**src/rtl/reset_sequencer.sv**
```systemverilog
`default_nettype none
// ============================================================================
// Module   : reset_sequencer
// Purpose  : Central reset controller. Merges synchronous reset requests,
//            holds every domain in reset for a minimum number of cycles after
//            the last request drops, then releases the domains one at a time
//            in index order, waiting for each domain's ready handshake.
// Revision : 1.0 - initial release
// ----------------------------------------------------------------------------
// Ports
//   clk          in   system clock
//   rst_n        in   async-assert / sync-deassert active-low reset
//   req_i        in   [NUM_REQ] active-high reset requests (clk-synchronous)
//   req_mask_i   in   [NUM_REQ] 1 = matching request bit ignored
//   dom_rst_o    out  [NUM_DOM] active-high reset per domain
//   dom_ready_i  in   [NUM_DOM] domain k finished initialisation
//   cause_o      out  [NUM_REQ] sticky record of requests that caused reset
//   cause_clr_i  in   one-cycle pulse clearing cause_o (and timeout_o)
//   timeout_o    out  sticky ready-timeout flag (RSTSEQ_TIMEOUT_EN only)
//   busy_o       out  high whenever the sequencer is not in RUN
// Build option
//   RSTSEQ_TIMEOUT_EN : when defined, a domain that never reports ready is
//                       released anyway after TIMEOUT_CYCLES in WAIT.
// ============================================================================
module reset_sequencer #(
  parameter int NUM_REQ        = 3,
  parameter int NUM_DOM        = 3,
  parameter int HOLD_CYCLES    = 16,
  parameter int GAP_CYCLES     = 4,
`ifdef RSTSEQ_TIMEOUT_EN
  parameter int TIMEOUT_CYCLES = 24,
`endif
  parameter int CNT_W          = 5
) (
  input  logic               clk,
  input  logic               rst_n,
  input  logic [NUM_REQ-1:0] req_i,
  input  logic [NUM_REQ-1:0] req_mask_i,
  output logic [NUM_DOM-1:0] dom_rst_o,
  input  logic [NUM_DOM-1:0] dom_ready_i,
  output logic [NUM_REQ-1:0] cause_o,
  input  logic               cause_clr_i,
`ifdef RSTSEQ_TIMEOUT_EN
  output logic               timeout_o,
`endif
  output logic               busy_o
);

  localparam int IDX_W = (NUM_DOM > 1) ? $clog2(NUM_DOM) : 1;

  typedef enum logic [1:0] {
    ST_HOLD = 2'd0,
    ST_GAP  = 2'd1,
    ST_WAIT = 2'd2,
    ST_RUN  = 2'd3
  } state_t;

  state_t             state_q, state_d;
  logic [CNT_W-1:0]   cnt_q, cnt_d;
  logic [IDX_W-1:0]   dom_idx_q, dom_idx_d;
  logic [NUM_DOM-1:0] dom_rst_q, dom_rst_d;
  logic [NUM_REQ-1:0] cause_q, cause_d;
  logic               busy_q, busy_d;
`ifdef RSTSEQ_TIMEOUT_EN
  logic               timeout_q, timeout_d;
`endif

  logic [NUM_REQ-1:0] req_eff;
  logic               any_req;
  logic [IDX_W-1:0]   idx_nxt;
  logic               advance;

  always_comb begin
    req_eff   = req_i & ~req_mask_i;
    any_req   = |req_eff;
    idx_nxt   = dom_idx_q + IDX_W'(1);
    advance   = 1'b0;

    state_d   = state_q;
    cnt_d     = cnt_q;
    dom_idx_d = dom_idx_q;
    dom_rst_d = dom_rst_q;

    // Clear first, then OR in new requests: a request that coincides with
    // the clear pulse is still recorded.
    cause_d   = (cause_clr_i ? '0 : cause_q) | req_eff;
`ifdef RSTSEQ_TIMEOUT_EN
    timeout_d = cause_clr_i ? 1'b0 : timeout_q;
`endif

    if (any_req) begin
      // A request from any state restarts the whole sequence.
      state_d   = ST_HOLD;
      cnt_d     = '0;
      dom_idx_d = '0;
      dom_rst_d = '1;
    end else begin
      unique case (state_q)
        ST_HOLD: begin
          dom_rst_d = '1;
          if (cnt_q == CNT_W'(HOLD_CYCLES - 1)) begin
            state_d      = ST_GAP;
            cnt_d        = '0;
            dom_idx_d    = '0;
            dom_rst_d[0] = 1'b0;
          end else begin
            cnt_d = cnt_q + CNT_W'(1);
          end
        end

        ST_GAP: begin
          if (cnt_q == CNT_W'(GAP_CYCLES - 1)) begin
            state_d = ST_WAIT;
            cnt_d   = '0;   // WAIT reuses the counter for its timeout
          end else begin
            cnt_d = cnt_q + CNT_W'(1);
          end
        end

        ST_WAIT: begin
`ifdef RSTSEQ_TIMEOUT_EN
          if (dom_ready_i[dom_idx_q]) begin
            advance = 1'b1;
          end else if (cnt_q == CNT_W'(TIMEOUT_CYCLES - 1)) begin
            advance   = 1'b1;
            timeout_d = 1'b1;
          end else begin
            cnt_d = cnt_q + CNT_W'(1);
          end
`else
          advance = dom_ready_i[dom_idx_q];
`endif
          if (advance) begin
            cnt_d = '0;
            if (dom_idx_q == IDX_W'(NUM_DOM - 1)) begin
              state_d   = ST_RUN;
              dom_rst_d = '0;
            end else begin
              state_d            = ST_GAP;
              dom_idx_d          = idx_nxt;
              dom_rst_d[idx_nxt] = 1'b0;
            end
          end
        end

        ST_RUN: begin
          dom_rst_d = '0;
        end

        default: begin
          state_d = ST_HOLD;
        end
      endcase
    end

    busy_d = (state_d != ST_RUN);
  end

  always_ff @(posedge clk or negedge rst_n) begin
    if (!rst_n) begin
      state_q   <= ST_HOLD;
      cnt_q     <= '0;
      dom_idx_q <= '0;
      dom_rst_q <= '1;
      cause_q   <= '0;
      busy_q    <= 1'b1;
`ifdef RSTSEQ_TIMEOUT_EN
      timeout_q <= 1'b0;
`endif
    end else begin
      state_q   <= state_d;
      cnt_q     <= cnt_d;
      dom_idx_q <= dom_idx_d;
      dom_rst_q <= dom_rst_d;
      cause_q   <= cause_d;
      busy_q    <= busy_d;
`ifdef RSTSEQ_TIMEOUT_EN
      timeout_q <= timeout_d;
`endif
    end
  end

  assign dom_rst_o = dom_rst_q;
  assign cause_o   = cause_q;
  assign busy_o    = busy_q;
`ifdef RSTSEQ_TIMEOUT_EN
  assign timeout_o = timeout_q;
`endif

endmodule
`default_nettype wire
```
**config.mk**
```make
export PLATFORM = sky130hd
export DESIGN_NAME = reset_sequencer
export DESIGN_NICKNAME = d
export VERILOG_FILES = /design/src/rtl/reset_sequencer.sv
export SDC_FILE = /design/constraint.sdc
export NUM_CORES = 1
export LEC_CHECK = 0
export ABC_CLOCK_PERIOD_IN_PS = 2670
export BUFFER_PORTS_ARGS = -buffer_cell sky130_fd_sc_hd__buf_2
export CAP_MARGIN = 20
export CORE_MARGIN = 4
export CORE_UTILIZATION = 40
export DETAILED_ROUTE_END_ITERATION = 16
export RECOVER_POWER = 50
export SYNTH_ARGS = -nofsm -noshare
export SYNTH_HDL_FRONTEND = slang
export SYNTH_SLANG_ARGS = --single-unit
```
**constraint.sdc**
```tcl
create_clock -name clk -period 2.67 [get_ports clk]
set_input_delay 0.534 -clock clk [delete_from_list [all_inputs] [get_ports clk]]
set_output_delay 0.534 -clock clk [all_outputs]
set_load 0.01 [all_outputs]
```
Word level (Yosys, flattened, before mapping)
Cells that the tools add are included.
{"block": "classes", "addsub": 2, "mul": 0, "div": 0, "order_cmp": 3, "eq_ne": 10, "shift": 0, "mux": 26, "bitwise": 5, "n_reduce_logical": 9}
{"cell": "$mux 5", "count": 4}
{"cell": "$mux 2", "count": 9}
{"cell": "$pmux 5 s3", "count": 1}
{"cell": "$mux 3", "count": 4}
{"cell": "$ne 3x3->1 const B", "count": 3}
{"cell": "$pmux 3 s3", "count": 1}
{"cell": "$reduce_bool 4->1", "count": 2}
{"cell": "$and 3x3->3", "count": 2}
{"cell": "$eq 2x2->1 const B", "count": 3}
{"cell": "$lt 2x3->1 const B", "count": 2}
{"cell": "$not 3->3", "count": 2}
{"cell": "$pmux 2 s3", "count": 1}
{"cell": "$add 5x1->5 const B", "count": 1}
{"cell": "$eq 5x2->1 const B", "count": 1}
{"cell": "$eq 5x4->1 const B", "count": 1}
{"cell": "$pmux 2 s2", "count": 1}
{"cell": "$reduce_and 2->1", "count": 2}
{"cell": "$reduce_and 4->1", "count": 1}
{"cell": "$mux 1", "count": 3}
{"cell": "$or 3x3->3", "count": 1}
{"cell": "$reduce_bool 3->1", "count": 1}
{"cell": "$reduce_or 3->1", "count": 1}
{"cell": "$add 2x1->2 const B", "count": 1}
{"cell": "$bmux 1 s2", "count": 1}
{"cell": "6 further kinds", "count": 6}
{"block": "totals", "reg_bits": 16, "latch_bits": 0, "mem_bits_rw": 0, "romBits": 0, "wordCells": 61, "n_memories": 0}

Longest topological paths before layout
{"block": "depth", "ltp_word": 11, "ltp_mapped": 8, "ltp_nobuf": 8}

Least setup slack after synthesis
OpenSTA, ideal clock, no wires.
{"block": "synth_timing", "kind": "register to register", "startpoint": "reg cnt_q[0]", "endpoint": "reg cnt_q[0]", "setup_time_ps": 83, "t_arrival_ps": 1723, "setup_slack_ps": 865, "path_stages_with_launch": 8, "path_buffers": 0, "path_cell_list": "dfrtp_1 > ha_1 > and3_1 > ha_1 > or2_2 > a21oi_1 > nand2_1 > o21ai_0"}
{"block": "synth_via", "elab_chain_len": 4, "elab_cells_between_ends": 7, "classes_between": "add/sub: 1; eq/ne: 2; mux: 4"}
{"item": "start: declaration", "line": "59", "text": "logic [CNT_W-1:0] cnt_q, cnt_d;"}
{"item": "start signal: assignment", "line": "172", "text": "cnt_q <= cnt_d;"}
{"item": "$add 5x1->5, or another cell as far along", "line": "107, 116"}
{"item": "$mux 5 (on tied branches)", "line": "112, 101"}
{"item": "$pmux 5 s3 *", "line": "98", "text": "unique case (state_q)"}
{"item": "$mux 5 *", "line": "91", "text": "if (any_req) begin"}
Mark *: on every way between the ends. The rest lies on a longest branch, timed or not.
A chain may end at the register's enable or synchronous reset.

Final worst setup path
{"block": "layout_timing", "startpoint": "reg state_q[1]", "endpoint": "reg cnt_q[0]"}
{"block": "layout_via", "elab_chain_len": 3, "elab_cells_between_ends": 8, "classes_between": "eq/ne: 3; mux: 2; reduce/logical: 3"}
{"item": "start: declaration", "line": "58", "text": "state_t state_q, state_d;"}
{"item": "start signal: assignment", "line": "171", "text": "state_q <= state_d;"}
{"item": "$eq 2x2->1, or another cell as far along", "line": "98"}
{"item": "$pmux 5 s3, or another cell as far along", "line": "98"}
{"item": "$mux 5 / $reduce_and 2->1 (equally long branches)"}
Parallel ways exist; a longest one is shown, timed or not.

==> results.cfg <==
[clock_network]
cts_inserted_buffers = 3
post_cts_buffers = 0
clock_sinks = 16
ctsResizeCount = 0
path_clk_slew_ns = 0.10
clk-insertion-delay-late_ns = 0.30
cts_max_path_buffers = 2
cts_hold_buf = 0
cts-root-buf = clkbuf_4
cts_max_level = 1
cts_tree = done

[final_layout]
diodes = 0
stdcell_count = 171
area_growth_pct = 13.97
utilization = 0.4971
fin_nets = 164
drive_gt1_frac = 0.2624
fin_area_um2 = 1276

[logic_synthesis]
synth_top_area_cell = dfrtp_1
synth_fp_nets = 141
synthCells = 119
ys_warn_count = 0
post-synth-top-area-fraction = 0.2682
syn_avg_cell_area_um2 = 9.410
synth_commonest_cells = 12 x dfrtp_1, 12 x inv_1, 10 x ha_1
synth_edf_count = 0
yosysSeqAreaShare = 0.3620
netlist_area_um2 = 1120
synth_ff_type = dfrtp_1
ys_top_cells_by_area = dfrtp_1 27%, ha_1 11%, dfstp_2 9.4%
synthArstFlopShare = 1.000
ys_types = 37
synth-seq-cells = 16

[route]
routedWlPerCell_um = 13.94
detail_route.vias_per_cell = 5.526
drtIter0Drc = 41
routed_wl_um = 2383
antenna_left = 0
dr.pass1.iters = 4
drc = 0
num_vias = 945

[timing]
fin_ws_ns = 0.6388
fin_skew_ns = 0.009444
finalCriticalPeriod_ns = 2.031
whs_ns = 0.3285
hold_viol_final = 0
max_freq_mhz = 492.3
worstMarginPinSlew_ns = 0.8977
setup_tns_ns = 0
finalSetupViolations = 0
finalCritPeriodShare = 0.7607
finalMaxSlewViolations = 0
slew_headroom = 0.4016
rsz0062_at_grt = false

[placed_design]
gp_congestion = 0.8220
pre_cts_slack_ns = 0.6738
dp_hpwl_um = 1813
dpl-instance-area_um2 = 1251
numPortBuffers = 18
dp_cells = 167

[floorplanning]
die_w_um = 60.91
die_area_um2 = 3710
io_pins = 19
core.rowCount = 18
core_area_um2 = 2567
die_h_um = 60.91
initial_core_util = 0.4362

[job]
timing.max_cap.violations = 0

[grt]
grt_pass1_vias = 957
grt_max_degree = 17
grt-ovfl-total = 0
track_usage = 0.1525
grt_pass1_wl_um = 4140
antenna_found_initial = 0

[critical_path]
rr_endpoint = cnt_q[0]$_DFFE_PN0P_
end_kind = flop
cp_slowest_stage_delay_ns = 0.42
r2r_cells = 7
cp_slowest_cell = dfrtp_1
path_class = reg2reg
worstPathCellList = inv_1 > ha_1 > inv_1 > or3_1 > a21oi_1 > nand2_1 > o21ai_0
critPathMaxFanout = 5
critPathArrivalTime_ns = 2.25
crit_path_frequent_cell = inv_1
timing.rr.start = state_q[1]$_DFF_PN0_
start_kind = flop
required_ns = 2.89
r2r_slack_ns = 0.64

[pwr]
powerDensity_nw_per_um2 = 352.5
peakVddDrop_v = 0.0002025
leakagePower_nw = 0.5588
p_total_mw = 0.4499

[run_status]
status = finished, final reports clean

[worst_hold_path]
hold_path_class = in2async
## critical path, delay by kind of cell, from the launching register on
family	cells	cell delay [ns]
simple gates	2	0.47
flops	1	0.42
compound gates	2	0.49
buf+inv	2	0.22
fa+ha+maj	1	0.35
## how the worst max path moves through the flow
stage                                     from                    to  slack (ns)  cells past startpoint
after floorplan           cnt_q[0]$_DFFE_PN0P_  cnt_q[0]$_DFFE_PN0P_        0.86                      7
after global placement    cnt_q[0]$_DFFE_PN0P_  cnt_q[0]$_DFFE_PN0P_        0.74                      7
after detailed placement  state_q[1]$_DFF_PN0_  cnt_q[0]$_DFFE_PN0P_        0.67                      7
after CTS                 state_q[1]$_DFF_PN0_  cnt_q[0]$_DFFE_PN0P_        0.63                      7
after global routing      state_q[1]$_DFF_PN0_  cnt_q[0]$_DFFE_PN0P_        0.46                      7
final                     state_q[1]$_DFF_PN0_  cnt_q[0]$_DFFE_PN0P_        0.64                      7
## kinds of logic (layout without fill, tap and decap cells)
| logic type | Yosys count | after routing | synth area share |
|---|---|---|---|
| AO/OA/AOI/OAI | 28 | 28 | 0.1855 |
| flip-flops | 16 | 16 | 0.3620 |
| multiplexers | 5 | 5 | 0.06368 |
| AND/OR/NAND/NOR | 47 | 47 | 0.2335 |
| buffers and inverters | 13 | 35 | 0.04357 |
| adder cells (fa/ha/maj) | 10 | 10 | 0.1117 |
## power breakdown
group	leakage, nW	switching (mW)	internal, mW
logic	0.342	0.0313	0.0238
clock network	0.0150	0.0784	0.0582
registers	0.202	0.00711	0.251
## layer usage
layer | GRT usage | vias up | wire (µm)
li1 | - | 464 | -
met1 | 0.1898 | 454 | 1120
met2 | 0.2443 | 22 | 1109
met3 | 0.02128 | 5 | 94
met4 | 0.1022 | 0 | 59
met5 | 0 | - | 0
## sequential cells by signal, indices dropped and copies added, names as in the netlist
signal     flops
cnt_q          5
cause_o        3
dom_rst_o      3
dom_idx_q      2
state_q        2
busy_o         1
## cell usage in the layout (no fill, tap or decap), types with 3 or more instances in the layout
| master | count |
|---|---|
| nand3_1 | 7 |
| nand2b_1 | 5 |
| ha_1 | 10 |
| nand3b_1 | 3 |
| o21ai_0 | 9 |
| clkbuf_4 | 3 |
| nor3_1 | 4 |
| inv_1 | 12 |
| nor2_1 | 8 |
| buf_2 | 17 |
| nand2_1 | 9 |
| dfrtp_1 | 12 |
| dfstp_2 | 4 |
| a21oi_1 | 5 |
## area by class of cell
type / instances / area, µm²
Timing Repair Buffer: 19 / 96.34
Multi-Input combinational cell: 90 / 665.6
Sequential cell: 16 / 405.4
Inverter: 12 / 45.04
Fill cell: 255 / 1291
Tap cell: 30 / 37.54
Clock buffer: 4 / 26.28
No activity file was read; power rests on OpenSTA's default activity.
